==> src/rtl/wb_bus_arbiter.sv <==
// Two-master, one-slave Wishbone B4 arbiter: per-cycle grant held across bursts,
// round-robin on contention, and a watchdog that ends stalled transfers with err.
module wb_bus_arbiter #(
   parameter int DW  = 32,
   parameter int AW  = 32,
   parameter int TOW = 8
) (
   input  logic              i_clk,
   input  logic              i_rst,
   input  logic [1:0]        i_m_cyc,
   input  logic [1:0]        i_m_stb,
   input  logic [1:0]        i_m_we,
   input  logic [2*AW-1:0]   i_m_addr,
   input  logic [2*DW-1:0]   i_m_data,
   input  logic [2*DW/8-1:0] i_m_sel,
   input  logic [5:0]        i_m_cti,
   output logic [1:0]        o_m_ack,
   output logic [1:0]        o_m_err,
   output logic [DW-1:0]     o_m_data,
   output logic [1:0]        o_m_gnt,
   output logic              o_wb_cyc,
   output logic              o_wb_stb,
   output logic              o_wb_we,
   output logic [AW-1:0]     o_wb_addr,
   output logic [DW-1:0]     o_wb_data,
   output logic [DW/8-1:0]   o_wb_sel,
   output logic [2:0]        o_wb_cti,
   input  logic              i_wb_ack,
   input  logic              i_wb_err,
   input  logic [DW-1:0]     i_wb_data
);

   typedef enum logic [1:0] {ST_IDLE, ST_GNT0, ST_GNT1} state_t;

   state_t          state_q, state_d;
   logic [1:0]      gnt_q, gnt_d;
   logic            last_q, last_d;
   logic [TOW-1:0]  tcnt_q, tcnt_d;
   logic            granted;
   logic            sel_m;
   logic            timeout;

   // Slave-side mux: everything is forced to zero while no master owns the bus.
   always_comb begin
      granted   = (state_q != ST_IDLE);
      sel_m     = (state_q == ST_GNT1);
      o_wb_cyc  = 1'b0;
      o_wb_stb  = 1'b0;
      o_wb_we   = 1'b0;
      o_wb_addr = '0;
      o_wb_data = '0;
      o_wb_sel  = '0;
      o_wb_cti  = '0;
      if (granted) begin
         o_wb_cyc  = i_m_cyc[sel_m];
         o_wb_stb  = i_m_stb[sel_m];
         o_wb_we   = i_m_we[sel_m];
         o_wb_addr = sel_m ? i_m_addr[AW +: AW]     : i_m_addr[0 +: AW];
         o_wb_data = sel_m ? i_m_data[DW +: DW]     : i_m_data[0 +: DW];
         o_wb_sel  = sel_m ? i_m_sel[DW/8 +: DW/8]  : i_m_sel[0 +: DW/8];
         o_wb_cti  = sel_m ? i_m_cti[3 +: 3]        : i_m_cti[0 +: 3];
      end
   end

   // Watchdog fires on the stb cycle that finds the counter already saturated.
   assign timeout  = o_wb_stb && (tcnt_q == {TOW{1'b1}});
   assign o_m_ack  = gnt_q & {2{i_wb_ack}};
   assign o_m_err  = gnt_q & {2{i_wb_err | timeout}};
   assign o_m_gnt  = gnt_q;
   assign o_m_data = i_wb_data;

   // NOTE: every always_comb output gets a default first so no path leaves it unassigned (no latch).
   always_comb begin
      state_d = state_q;
      last_d  = last_q;
      tcnt_d  = '0;
      case (state_q)
         ST_IDLE: begin
            if (i_m_cyc[0] && (!i_m_cyc[1] || last_q)) state_d = ST_GNT0;
            else if (i_m_cyc[1])                         state_d = ST_GNT1;
         end
         ST_GNT0, ST_GNT1: begin
            if (!i_m_cyc[sel_m]) begin
               state_d = ST_IDLE;
               last_d  = sel_m;
            end else if (o_wb_stb && !i_wb_ack && !i_wb_err && !timeout) begin
               tcnt_d = tcnt_q + 1'b1;
            end
         end
         default: state_d = ST_IDLE;
      endcase
      gnt_d = {state_d == ST_GNT1, state_d == ST_GNT0};
   end

   // NOTE: state is updated with non-blocking assignments so all flops sample pre-edge values.
   always_ff @(posedge i_clk) begin
      if (i_rst) begin
         state_q <= ST_IDLE;
         gnt_q   <= 2'b00;
         last_q  <= 1'b1;
         tcnt_q  <= '0;
      end else begin
         state_q <= state_d;
         gnt_q   <= gnt_d;
         last_q  <= last_d;
         tcnt_q  <= tcnt_d;
      end
   end

endmodule
==> config.mk <==
export PLATFORM = sky130hd
export DESIGN_NAME = wb_bus_arbiter
export DESIGN_NICKNAME = d
export VERILOG_FILES = /design/src/rtl/wb_bus_arbiter.sv
export SDC_FILE = /design/constraint.sdc
export NUM_CORES = 1
export LEC_CHECK = 0
export CAP_MARGIN = 10
export CORE_AREA = 2 2 114 116
export DETAILED_ROUTE_END_ITERATION = 7
export DIE_AREA = 0 0 116 118
export GPL_ROUTABILITY_DRIVEN = 0
export PLACE_DENSITY = 0.55
export SLEW_MARGIN = 0
export SYNTH_ARGS = -nofsm -noshare
export SYNTH_HDL_FRONTEND = slang
export SYNTH_SLANG_ARGS = --single-unit
==> constraint.sdc <==
create_clock -name i_clk -period 3.3 [get_ports i_clk]
set_clock_uncertainty 0.15 [all_clocks]
set_input_delay 0.66 -clock i_clk [delete_from_list [all_inputs] [get_ports i_clk]]
set_output_delay 0.66 -clock i_clk [all_outputs]
set_load 0.05 [all_outputs]
# Word-level counts from Yosys, hierarchy flattened
# Cells that the tools add are included.
# W data, S select, Z words.
# classes
n_div	0
n_bitwise	6
shift	0
n_lt_le_gt_ge	1
n_addsub	1
multipliers	0
n_reduce_logical	15
eq_ne	5
mux	21
# ops
op	count
$mux W32	4
$mux W1	9
$add A8 B1 Y8 const B	1
$eq A8 B8 Y1 const B	1
$mux W4	2
$mux W2	3
$mux W3	2
$logic_and A1 B1 Y1	5
$and A2 B2 Y2	2
$eq A2 B1 Y1 const B	2
$eq A2 B2 Y1 const B	2
$logic_not A1 Y1	4
$pmux W2 S2	1
$reduce_or A4 Y1	1
$not A1 Y1	3
$logic_not A2 Y1	1
$lt A1 B2 Y1 const B	1
$reduce_and A2 Y1	1
$reduce_bool A2 Y1	1
$reduce_or A2 Y1	1
$logic_or A1 B1 Y1	1
$or A1 B1 Y1	1
# word_totals
input_bits	184
romBits	0
regBits	13
memories	0
latchBits	0
ram_bits	0

# Depth between registers and ports, before layout
# Gate-level depths: netlist of run 1.
# depth
depth_word	9
depth_mapped	6
depth_no_buf	6

# Worst setup path after synthesis of run 1
# OpenSTA, ideal clock, no wires.
# synth_path
path_type	register to output
start	reg state_q[0]
end	out o_m_err[0]
stages_incl_launch_ff	7
required_time_ns	2.490
n_path_buf	0
t_arrival_ns	2.517
setup_slack_ns	-0.027
cell_sequence	dfxtp_1 > inv_1 > ha_1 > mux2i_1 > nor2_1 > a41oi_1 > nor2b_1
# synth_via
elab_chain_len	7
# synth_rtl
element	line_no	rtl
start, declared	35	state_t state_q, state_d;
start signal, assigned	103	state_q <= state_d;
$eq A2 B2 Y1	46	sel_m = (state_q == ST_GNT1);
net sel_m	40	logic sel_m;
$mux W1 (implied by the code) (2 in series)	56	o_wb_stb = i_m_stb[sel_m];
$mux W1	54	if (granted) begin
net o_wb_stb	22	output logic o_wb_stb,
$logic_and A1 B1 Y1	66	assign timeout = o_wb_stb && (tcnt_q == {TOW{1'b1}});
$or A1 B1 Y1	68	assign o_m_err = gnt_q & {2{i_wb_err | timeout}};
$and A2 B2 Y2	68	
end, declared	18	output logic [1:0] o_m_err,
# The timed path passes the listed nets, and every way through them passes these cells. The select of a mux whose other input is x is not followed.

# Final worst setup path of run 1
# layout_path
start	reg state_q[0]
end	out o_wb_data[7]
# layout_via
elab_chain_len	3
# layout_rtl
element	line_no	rtl
$eq A2 B2 Y1	46	
net sel_m	40	
$mux W32	59	o_wb_data = sel_m ? i_m_data[DW +: DW] : i_m_data[0 +: DW];
$mux W32	54	
end, declared	25	output logic [DW-1:0] o_wb_data,
# The timed path passes the listed nets, and every way through them passes these cells.

==> metrics.md, run 1 <==
| Metric | Value |
|---|---|
| Run status | `finished clean` |
| Post-synth EDFFs | `0` |
| Hold Buf Count CTS | `0` |
| R2R setup slack | `~0.92 ns` |
| Residual DRC | `0` |
| Ratio of final minimum period to clock period | `between 90% and 100%` |
| Clk root buf | `clkbuf_16` |
| Port bufs | `231` |
| CTS resizes | `0` |
| Max cap viols | `0` |
| Slew HR | `66.5%` |
| Placeable Area | `~12000 µm²` |
| Starting density of the core | `between 10% and 20%` |
| Pwr Density | `~340 nW/µm²` |
| Crit Path Class | `flop to primary output` |
| Gr ovfl total | `0` |
| I/O pin count | `296` |
| Commonest cells after routing, fill and taps aside | `clkdlybuf4s50_1 (167), nor2_1 (82), mux2i_1 (74)` |
| CTS buffer count | `3` |
| CP Capture Type | `primary output` |
| Post-Syn Area | `approximately 2000 µm²` |
| N_diodes | `0` |
| Combinational share of power | `slightly above 70%` |
| Lkg Pwr | `around 1.6 nW` |
| CTS H-tree depth | `1` |
| HP Class | `flop to flop` |
| Tightest Pin Transition | `0.501 ns` |
| Max incr delay on CP | `between 0.8 and 0.9 ns` |
| Die Wd | `about 120 µm` |
| Vias in the first global route | `about 2400` |
| CTS tree | `yes` |
| Hold path depth | `1` |
| Main synth FF type | `dfxtp_1` |
| CP cell instances | `inv_1, ha_4, mux2i_1, nor2_1, clkdlybuf4s50_1` |
| Sw power | `0.684 mW` |
| Largest delay share family, worst path | `buffers and inverters` |
| Pre-antenna DRT Iters | `4` |
| Detailed-placement wirelength estimate | `between 8 and 9 mm` |
| Pwr Total | `approximately 1.4 mW` |
| Peak VDD IR | `approximately 0.12 mV` |
| Die height | `roughly 120 µm` |
| Gate Count Post-Synth | `roughly 260` |
| Buf/Inv on CP | `2` |
| Clock Latency Late Sink | `about 0.24 ns` |
| Clock network power share | `about 16%` |
| P_int | `between 0.7 and 0.8 mW` |
| Aggregate global-route resource usage | `between 10% and 20%` |
| Fmax | `approximately 330 MHz` |
| Flops & latches, synth | `13` |
| Avg Cell Area, Syn | `7.57 µm²` |
| Reg2reg end | `o_m_gnt[1]` |
| PnR worst setup slack | `just under 0.3 ns` |
| Antenna Nets Post-Route | `0` |
| YS warnings | `0` |
| Worst reg2reg startpoint | `state_q[0]` |
| Final setup viols | `0` |
| Synth unique cells | `29` |
| CP max FO | `22` |
| Largest net degree at the start of global routing | `44` |
| CTS clock-pin slew for the worst setup and hold paths | `roughly 0.040 ns` |
| Mapped Nets | `450` |
| Most common cell after layout, fill and taps aside | `clkdlybuf4s50_1` |
| RSZ-0062 raised after global routing | `false` |
| Sequential Power Share | `about an eighth` |
| Minimum clock period | `about 3 ns` |
| Startpoint types | `flop` |
| Initial antenna violation count | `0` |
| CP arrival | `2.20 ns` |
| Fraction of registers with async set/reset | `0%` |
| Seq/Total Area, Yosys | `between 10% and 20%` |
| Share of cells above drive strength 1 | `about 17%` |
| DR vias/cell | `roughly 4` |
| Post-CTS setup buffers | `0` |
| Final hold violation count | `0` |
| Cells on worst reg2reg path | `7` |
| Final Max Slew Viols | `0` |
| Wire per inst | `between 15 and 20 µm` |
| Net Sw Frac | `48.3%` |
| Final #Nets | `between 600 and 700` |
| DR vias | `2506` |
| Hold Crit Start | `tcnt_q[0]` |
| Area Overhead vs Synth | `111%` |
| Clock Path Buffers | `2` |
| Global-route wire length before repair | `13.3 mm` |
| Clock sinks | `13` |
| Place WS | `about 0.36 ns` |
| Starting DRT DRC Count | `48` |
| Slowest cell on crit path | `clkdlybuf4s50_1` |
| Die area | `13700 µm²` |
| Placement Rows | `41` |
| Worst Hold End | `tcnt_q[0]` |
| Routed WL | `between 9 and 10 mm` |
| Worst EP required | `2.49 ns` |
cells in the mapped netlist, types with 3 or more instances:
cell	instances	area, µm²
inv_1	4	15.0
xor2_1	4	35.0
nor2_1	82	308
nand3_1	3	15.0
and2_1	3	18.8
a21oi_1	3	15.0
mux2i_1	74	741
buf_4	39	293
ha_1	4	50.1
nor3_1	3	15.0
clkbuf_1	8	30.0
dfxtp_1	13	260
through the flow:
stage	std cells	area, µm²	hold WS (ns)	setup TNS [ns]	util [%]
after detailed placement	621	4110	0.343	0	33.1
after CTS	625	4180	0.354	0	33.7
final	625	4180	0.357	0	33.7
after global routing	625	4180	0.385	0	33.7
after floorplan	262	1980	0.292	-0.0547	-
after global placement	621	4110	0.321	0	33.1
kinds of logic after synthesis:
kind of cell             Yosys count  share of synthesized area, %
AND/OR/NAND/NOR                  104                          23.4
XOR/XNOR                           6                          2.65
flip-flops                        13                          13.1
adder cells (fa/ha/maj)            4                          2.52
buffers and inverters             52                          17.3
multiplexers                      74                          37.4
AO/OA/AOI/OAI                      9                          3.66
metal layers:
metal / track usage, % / vias up / share of wire, %
met5: 0 / - / 0
li1: - / 1233 / -
met4: 2.98 / 0 / 1.6
met1: 12.8 / 1122 / 35
met3: 4.12 / 16 / 9.9
met2: 24.2 / 135 / 54
area by class of cell:
| type | instances | area [µm²] |
|---|---|---|
| clock buffers | 4 | 78.8 |
| fillers | 1372 | 8230 |
| inverters | 4 | 15.0 |
| multi-input cells | 197 | 1400 |
| flip-flops and latches | 13 | 260 |
| well taps | 172 | 215 |
| repair buffers | 235 | 2220 |
worst max path at each step:
stage	start	end	slack (ns)	cells after the start
2_1_floorplan	state_q[0]	o_m_err[0]	-0.03	6
3_3_place_gp	i_m_data[38]	o_wb_data[6]	0.38	4
3_5_place_dp	i_m_cti[3]	o_wb_cti[0]	0.36	4
4_1_cts	state_q[0]	o_wb_cti[0]	0.25	5
5_1_grt	state_q[0]	o_wb_data[7]	0.14	5
6_report	state_q[0]	o_wb_data[7]	0.29	5
power by group through the flow:
stage / Clock (mW) / Sequential [mW] / Combinational, mW
floorplan: 0 / 0.182 / 0.696
global placement: 0 / 0.175 / 1.02
detailed placement: 0 / 0.175 / 1.03
CTS: 0.235 / 0.172 / 1.03
global route: 0.244 / 0.173 / 1.06
finish: 0.230 / 0.172 / 1.01
sequential cells by signal (all words and copies together), names as in the netlist:
| register | cells |
|---|---|
| last_q | 1 |
| o_m_gnt | 2 |
| state_q | 2 |
| tcnt_q | 8 |
Note: power is estimated with default switching activity, not from simulation.
==> run 2, diff against run 1 <==
Settings changed: ABC_CLOCK_PERIOD_IN_PS set to 3300, SETUP_SLACK_MARGIN set to 0.15.
==> run 2 against run 1 <==
  * Flip-flop and latch count did not move
  * Largest cell class unchanged
  * Non-clock buffer count unchanged
  * First-iteration DRC count increased by 2.1%
  * Core utilization barely moved
  * Count of clock-buffer cells in the layout stayed put
  * Critical path depth is the same
  * Hold slack unchanged
  * Total power about the same
  * Clock power is essentially flat
==> metrics.md, run 2 (same netlist as run 1, synthesis figures left out) <==
| Metric | Value |
|---|---|
| Run status | `finished clean` |
| Minimum clock period | `about 3 ns` |
| CP Capture Type | `primary output` |
| Worst reg2reg startpoint | `state_q[0]` |
| Slew HR | `65.9%` |
| Initial antenna violation count | `0` |
| Vias in the first global route | `about 2400` |
| Placeable Area | `12400 µm²` |
| Starting DRT DRC Count | `49` |
| Startpoint types | `flop` |
| Fmax | `between 300 and 400 MHz` |
| Clock Path Buffers | `2` |
| Commonest cells after routing, fill and taps aside | `clkdlybuf4s50_1 (165), nor2_1 (82), mux2i_1 (74)` |
| Max cap viols | `0` |
| Crit Path Class | `flop to primary output` |
| Cells on worst reg2reg path | `7` |
| Final core utilization | `~34%` |
| Final #Nets | `about 640` |
| Die area | `13700 µm²` |
| Final Max Slew Viols | `0` |
| Pwr Total | `1.41 mW` |
| Reg2reg end | `o_m_gnt[1]` |
| CTS H-tree depth | `1` |
| Die Wd | `between 100 and 150 µm` |
| HP Class | `flop to flop` |
| Ratio of final minimum period to clock period | `91.2%` |
| Peak VDD IR | `0.118 mV` |
| CTS clock-pin slew for the worst setup and hold paths | `0.04 ns` |
| Largest net degree at the start of global routing | `44` |
| Pwr Density | `about 340 nW/µm²` |
| Most common cell after layout, fill and taps aside | `clkdlybuf4s50_1` |
| Residual DRC | `0` |
| Max reg flops | `8` |
| I/O pin count | `slightly below 300` |
| Largest Register | `tcnt_q` |
| Final hold violation count | `0` |
| R2R setup slack | `a little over 0.9 ns` |
| CTS buffer count | `3` |
| RSZ-0062 raised after global routing | `false` |
| Area Overhead vs Synth | `111%` |
| Worst Setup SP | `state_q[0]` |
| Detailed-placement wirelength estimate | `8.29 mm` |
| Tightest Pin Transition | `a little over 0.5 ns` |
| Pre-antenna DRT Iters | `4` |
| Aggregate global-route resource usage | `12.6%` |
| Clk root buf | `clkbuf_16` |
| Share of cells above drive strength 1 | `around 17%` |
| Wire per inst | `approximately 15 µm` |
| Final setup viols | `0` |
| DR vias | `2503` |
| Placement Rows | `between 40 and 50` |
| CP max FO | `22` |
| Clock sinks | `13` |
| Gr ovfl total | `0` |
| Antenna Nets Post-Route | `0` |
| Post-CTS setup buffers | `0` |
| Port bufs | `between 200 and 250` |
| Routed WL | `approximately 9.4 mm` |
| Starting density of the core | `about 16%` |
| Lkg Pwr | `~1.6 nW` |
| Fillcell total | `between 1000 and 1500` |
| Die height | `between 100 and 150 µm` |
| Setup crit end | `o_wb_data[6]` |
| CTS tree | `yes` |
| N_diodes | `0` |
| Worst EP required | `2.49 ns` |
| CP arrival | `approximately 2.2 ns` |
| Global-route wire length before repair | `~13 mm` |
| Clock Latency Late Sink | `~0.24 ns` |
| DR vias/cell | `4.00` |
## run 2: repair_timing
item / 4_1_cts / 5_1_grt
gates resized for setup: 0 / 2
setup endpoints to repair: 0 / 2
hold buffers: 0 / 0
## run 2: worst max-delay path: stages, from the launching register on
cell and delay (ns):
dfxtp_1 0.34, inv_1 0.13, ha_4 0.43, mux2i_1 0.13, nor2_1 0.10, clkdlybuf4s50_1 0.81
## run 2: metrics by stage
stage / instances / instance area, µm² / hold WS (ns) / worst slack (ns) / setup TNS (ns)
after floorplan: 262 / 1980 / 0.292 / -0.0273 / -0.0547
after global placement: 621 / 4110 / 0.321 / 0.384 / 0
after detailed placement: 621 / 4110 / 0.343 / 0.363 / 0
after CTS: 625 / 4180 / 0.354 / 0.252 / 0
after global routing: 625 / 4190 / 0.385 / 0.163 / 0
final: 625 / 4190 / 0.357 / 0.291 / 0
## run 2: report_power, final
part	total, mW	leakage, nW	internal (mW)	switching [mW]
Combinational	1.01	1.47	0.402	0.611
Clock	0.230	0.0382	0.163	0.0667
Sequential	0.172	0.106	0.165	0.00637
Total	1.41	1.62	0.731	0.684
## run 2: routing by layer
layer | track usage, % | vias up | routed length (µm)
met4 | 2.98 | 0 | 155
met2 | 24.2 | 135 | 5060
met5 | 0 | - | 0
met1 | 12.8 | 1120 | 3300
li1 | - | 1232 | -
met3 | 4.12 | 16 | 929
## run 2: how the worst min path moves through the flow
stage | startpoint | endpoint | slack [ns] | depth (start not counted)
finish | tcnt_q[0] | tcnt_q[0] | 0.36 | 1
global placement | tcnt_q[0] | tcnt_q[0] | 0.32 | 1
floorplan | tcnt_q[0] | tcnt_q[0] | 0.29 | 1
detailed placement | tcnt_q[0] | tcnt_q[0] | 0.34 | 1
global route | tcnt_q[5] | tcnt_q[5] | 0.39 | 2
CTS | tcnt_q[0] | tcnt_q[0] | 0.35 | 1
## run 2: layout make-up
cell class | count | area, µm² | share of cell area, %
Tap cell | 172 | 215 | 5.14
Inverter | 4 | 15.0 | 0.358
Clock buffer | 4 | 78.8 | 1.88
Multi-Input combinational cell | 197 | 1400 | 33.3
Timing Repair Buffer | 235 | 2220 | 53.1
Sequential cell | 13 | 260 | 6.21
==> RTL change 1 (flow settings as in run 2) <==
`TOW`: 8 -> 4.
--- a/src/rtl/wb_bus_arbiter.sv
+++ b/src/rtl/wb_bus_arbiter.sv
@@ -5,3 +5,3 @@
    parameter int AW  = 32,
-   parameter int TOW = 8
+   parameter int TOW = 4
 ) (
Check against the original RTL: no difference found for any inputs over 10 cycles, from zero or initial values and one cycle with i_rst high; that may be too few to reach the edited logic, so the function may still have changed.
==> RTL change 1 against run 2 <==
- worst setup slack got worse by 0.027 ns
- sequential cell count fell by 4
- largest cell class unchanged
- count of clock-buffer cells in the layout did not move
- routed wire length fell by 18%
- total power rose by 30%
- highest routed layer unchanged
- critical path type unchanged
- area after synthesis fell by 9.1%
- non-clock buffer count rose by 2
- final area fell by 2.7%
- combinational power rose by 49%
==> RTL change 1: results (changes against run 2) <==
Setup path
  • Worst EP arrival: 2.23 ns (+0.03 ns)
  • Crit path to: o_wb_addr[17]
  • Crit-path max FO: 27 (+23%)
  • R2R Setup Slk: 1.02 ns (+0.10 ns)

Timing
  • Tmin final: 3.04 ns (+0.0266 ns)

Synthesis
  • Syn Inst Count: 244 (-6.9%)
  • Complex-gate fraction of the synthesized area: 3.54% (-0.12 points)
  • Unique masters post-synth: 24 (-17%)
  • Seq/Total Area, Yosys: 10.0% (-3.1 points)
  • Commonest cells in the synthesized netlist: nor2_1 (80), mux2i_1 (74), buf_4 (39)
  • Adder-cell share of the synthesized area: 2.78% (+0.25 points)
  • Mux cell area share after synthesis: 41.1% (+3.8 points)

Global routing
  • M3 GR Usage: 2.11% (-2.0 points)
  • Met1 Resource Use GR: 10.4% (-2.3 points)
  • GRT Total Usage: 10.2% (-2.4 points)
  • Number of global-route vias before repair: 2313 (-5.2%)
  • Largest net degree at the start of global routing: 77 (+75%)

Layout
  • Layout Utilization: 32.8% (-0.91 points)
  • Filler cells: 1316 (-4.0%)
  • Layout cell share with drive strength beyond 1: 16.7% (-0.73 points)

Power
  • Pint: 0.856 mW (+17%)
  • Peak VDD IR: 0.205 mV (+74%)
  • Total power: 1.85 mW (+30%)
  • Reg power frac: 7.3% (-4.8 points)
  • Logic power comb: 1.50 mW (+49%)
  • LEAKAGE: 1.59 nW (-1.5%)

Placement
  • Placed insts: 605 (-2.6%)
  • Post-DP Area: 0.00399 mm2 (-2.7%)

Status
  • Status: finished, final reports clean

Routing
  • Wire per inst: 12.7 um (-16%)
  • Post-DR vias/cell: 3.85 (-3.8%)
  • Met3 WL: 810 um (-13%)
## RTL change 1: changes by cell type in the layout (fill, tap and decap cells not counted), moves of 2 or more
cell             change
buf_4                -8
clkdlybuf4s50_1      +7
dfxtp_1              -4
buf_12               +3
xor2_1               -3
nor2_1               -2
nor2b_1              -2
## RTL change 1: final cells by class
type | count | area [um2] | area share, %
Inverter | 4 | 15.0 | 0.368
Timing Repair Buffer | 237 | 2290 | 56.3
Tap cell | 172 | 215 | 5.28
Clock buffer | 4 | 78.8 | 1.93
Sequential cell | 9 | 180 | 4.42
Multi-Input combinational cell | 183 | 1290 | 31.7
## RTL change 1: cells by family (layout without fill, tap and decap cells)
kind of cell | count (synthesis) | after routing
flip-flops | 9 | 9
adder cells (fa/ha/maj) | 4 | 4
XOR/XNOR | 2 | 2
multiplexers | 74 | 74
AO/OA/AOI/OAI | 8 | 8
buffers and inverters | 52 | 245
AND/OR/NAND/NOR | 95 | 95
==> RTL change 2 (config.mk and constraints of run 2) <==
Without the edit above. Reset style: asynchronous (`i_rst`), changed in one clocked block.
--- a/src/rtl/wb_bus_arbiter.sv
+++ b/src/rtl/wb_bus_arbiter.sv
@@ -95,3 +95,3 @@
    // NOTE: state is updated with non-blocking assignments so all flops sample pre-edge values.
-   always_ff @(posedge i_clk) begin
+   always_ff @(posedge i_clk or posedge i_rst) begin
       if (i_rst) begin
Formal check against the unedited RTL: differs if i_rst is asserted again (counterexample within 4 cycles, from zero or initial values and one cycle with i_rst high); with i_rst held inactive, the same outputs for 10 cycles.
==> RTL change 2 against run 2 <==
- area after synthesis grew 1.9%
- count of clock-buffer cells in the layout is the same
- worst setup slack gained 0.049 ns
- routed wire length shrank 6.1%
- cell count grew 1.6%
- critical path depth grew 1
- hold slack lost 0.0089 ns
- final area grew 11%
- sequential cell count is the same
Power is not compared: it rests on default switching activity, and its combinational part moved more than twofold at a synthesized area within 25%.
==> RTL change 2: results (changes against run 2) <==
Status
  • Status: finished, final reports clean

Placement
  • Placed insts: 630 (+1.4%)
  • Post-DP Area: 0.00458 mm2 (+11%)
  • DP HPWL: 7430 um (-10%)
  • Place WS: 0.382 ns (+0.0191 ns)
  • PortBufs: 231 (unchanged)

Min path
  • Worst Hold Class: flip-flop to flip-flop

Routing
  • Initial detailed-routing violation count: 75 (+53%)
  • Met2 WL: 4780 um (-5.4%)
  • Met3 WL: 853 um (-8.2%)
  • Pre-antenna DRT Iters: 5 (+1)
  • Met1 WL: 3040 um (-8.0%)
  • Wire per inst: 14.0 um (-7.6%)
  • Post-DR vias/cell: 3.99 (-0.28%)

Layout
  • Filler cells: 1275 (-7.0%)
  • Layout Cells excl Fill: 635 (+1.6%)
  • ANT cells: 1 (+1)
  • Non-clock buffers: 234 (-0.43%)
  • Layout cell share with drive strength beyond 1: 18.2% (+0.74 points)
  • Sequential cell area share: 7.01% (+0.80 points)
  • Nonclk inv count: 7 (+3)
  • Multi-input gate count: 204 (+3.6%)
  • Multi-input gate area: 0.00137 mm2 (-2.0%)
  • Final-layout non-clock buffer area share: 56.7% (+3.6 points)
  • Final clock-cell share: 1.69% (-0.19 points)
  • Layout Utilization: 37.5% (+3.8 points)
  • Final net count: 651 (+1.4%)
  • Clock buffers: 4 (unchanged)

Synthesis
  • Commonest cells in the synthesized netlist: nor2_1 (86), mux2i_1 (73), buf_4 (34)
  • Primary FF master, synth: dfrtp_1
  • Mux cell area share after synthesis: 36.7% (-0.63 points)
  • Ys async rst share: 100% (+100 points)
  • Syn Inst Count: 272 (+3.8%)
  • XOR/XNOR Fraction of Synth Area: 1.73% (-0.92 points)
  • Post-synthesis net count: 460 (+2.2%)
  • Mapped Avg Cell Area: 7.43 um2 (-1.9%)
  • Synth top area cells: mux2i_1 (36%), nor2_1 (16%), dfrtp_1 (15%), buf_4 (13%), ha_1 (2.5%)
  • Adder-cell share of the synthesized area: 2.48% (-0.047 points)
  • Seq/Total Area, Yosys: 16.2% (+3.0 points)
  • Unique masters post-synth: 27 (-6.9%)
  • Complex-gate fraction of the synthesized area: 2.23% (-1.4 points)

Global routing
  • GRT met2 Usage: 23.5% (-0.66 points)
  • M3 GR Usage: 2.88% (-1.2 points)
  • Number of global-route vias before repair: 2534 (+3.9%)
  • First-pass GRT wire length: 12900 um (-2.6%)
  • Antenna violations before repair: 1 (+1)
  • Met1 Resource Use GR: 11.6% (-1.2 points)
  • GRT Total Usage: 11.8% (-0.79 points)
  • Largest net degree at the start of global routing: 71 (+61%)

Setup path
  • Crit-path slowest cell: buf_4
  • Delay-heaviest family, CP: buffers and inverters
  • Worst EP arrival: 2.15 ns (-0.05 ns)
  • Max stage delay on crit path: 0.55 ns (-0.26 ns)
  • Crit-path max FO: 39 (+77%)

Clock network
  • Root Buffer: clkbuf_16
  • Clock transition at the registers of the reported paths: 0.04 ns (about the same)
  • Clock buffer depth: 2 (unchanged)
  • Post-CTS setup buffer count: 0 (unchanged)

Power
  • LEAKAGE: 1.93 nW

Timing
  • Max-slew headroom: 55.2% (-11 points)
RTL change 2: cell count changes in the layout (fill, tap and decap cells not counted), sizes merged, moves of 3 or more:
cell,delta
inv,+3
nor2b,-3
nand2,+5
dfxtp,-13
clkdlybuf4s50,-7
nor2,+4
dfrtp,+12
buf,+8
xor2,-3
nand3,+5
RTL change 2: logic make-up (layout without fill, tap and decap cells):
family / count (synthesis) / in the layout
buf+inv: 55 / 245
simple gates: 114 / 114
mux: 74 / 74
other cells: 0 / 1
compound gates: 8 / 8
fa+ha+maj: 4 / 4
flops: 13 / 13
xor+xnor: 4 / 4
RTL change 2: worst paths after layout:
check,from,end,slack [ns],cells after the start
min in group asynchronous,i_rst,tcnt_q[2],0.59,2
max in group asynchronous,i_rst,last_q,2.05,2
setup reg to reg,state_q[0],o_m_gnt[1],1.02,7
hold reg to reg,tcnt_q[0],tcnt_q[0],0.35,1
hold / removal,tcnt_q[0],tcnt_q[0],0.35,1
setup / recovery,state_q[0],o_wb_data[13],0.34,6
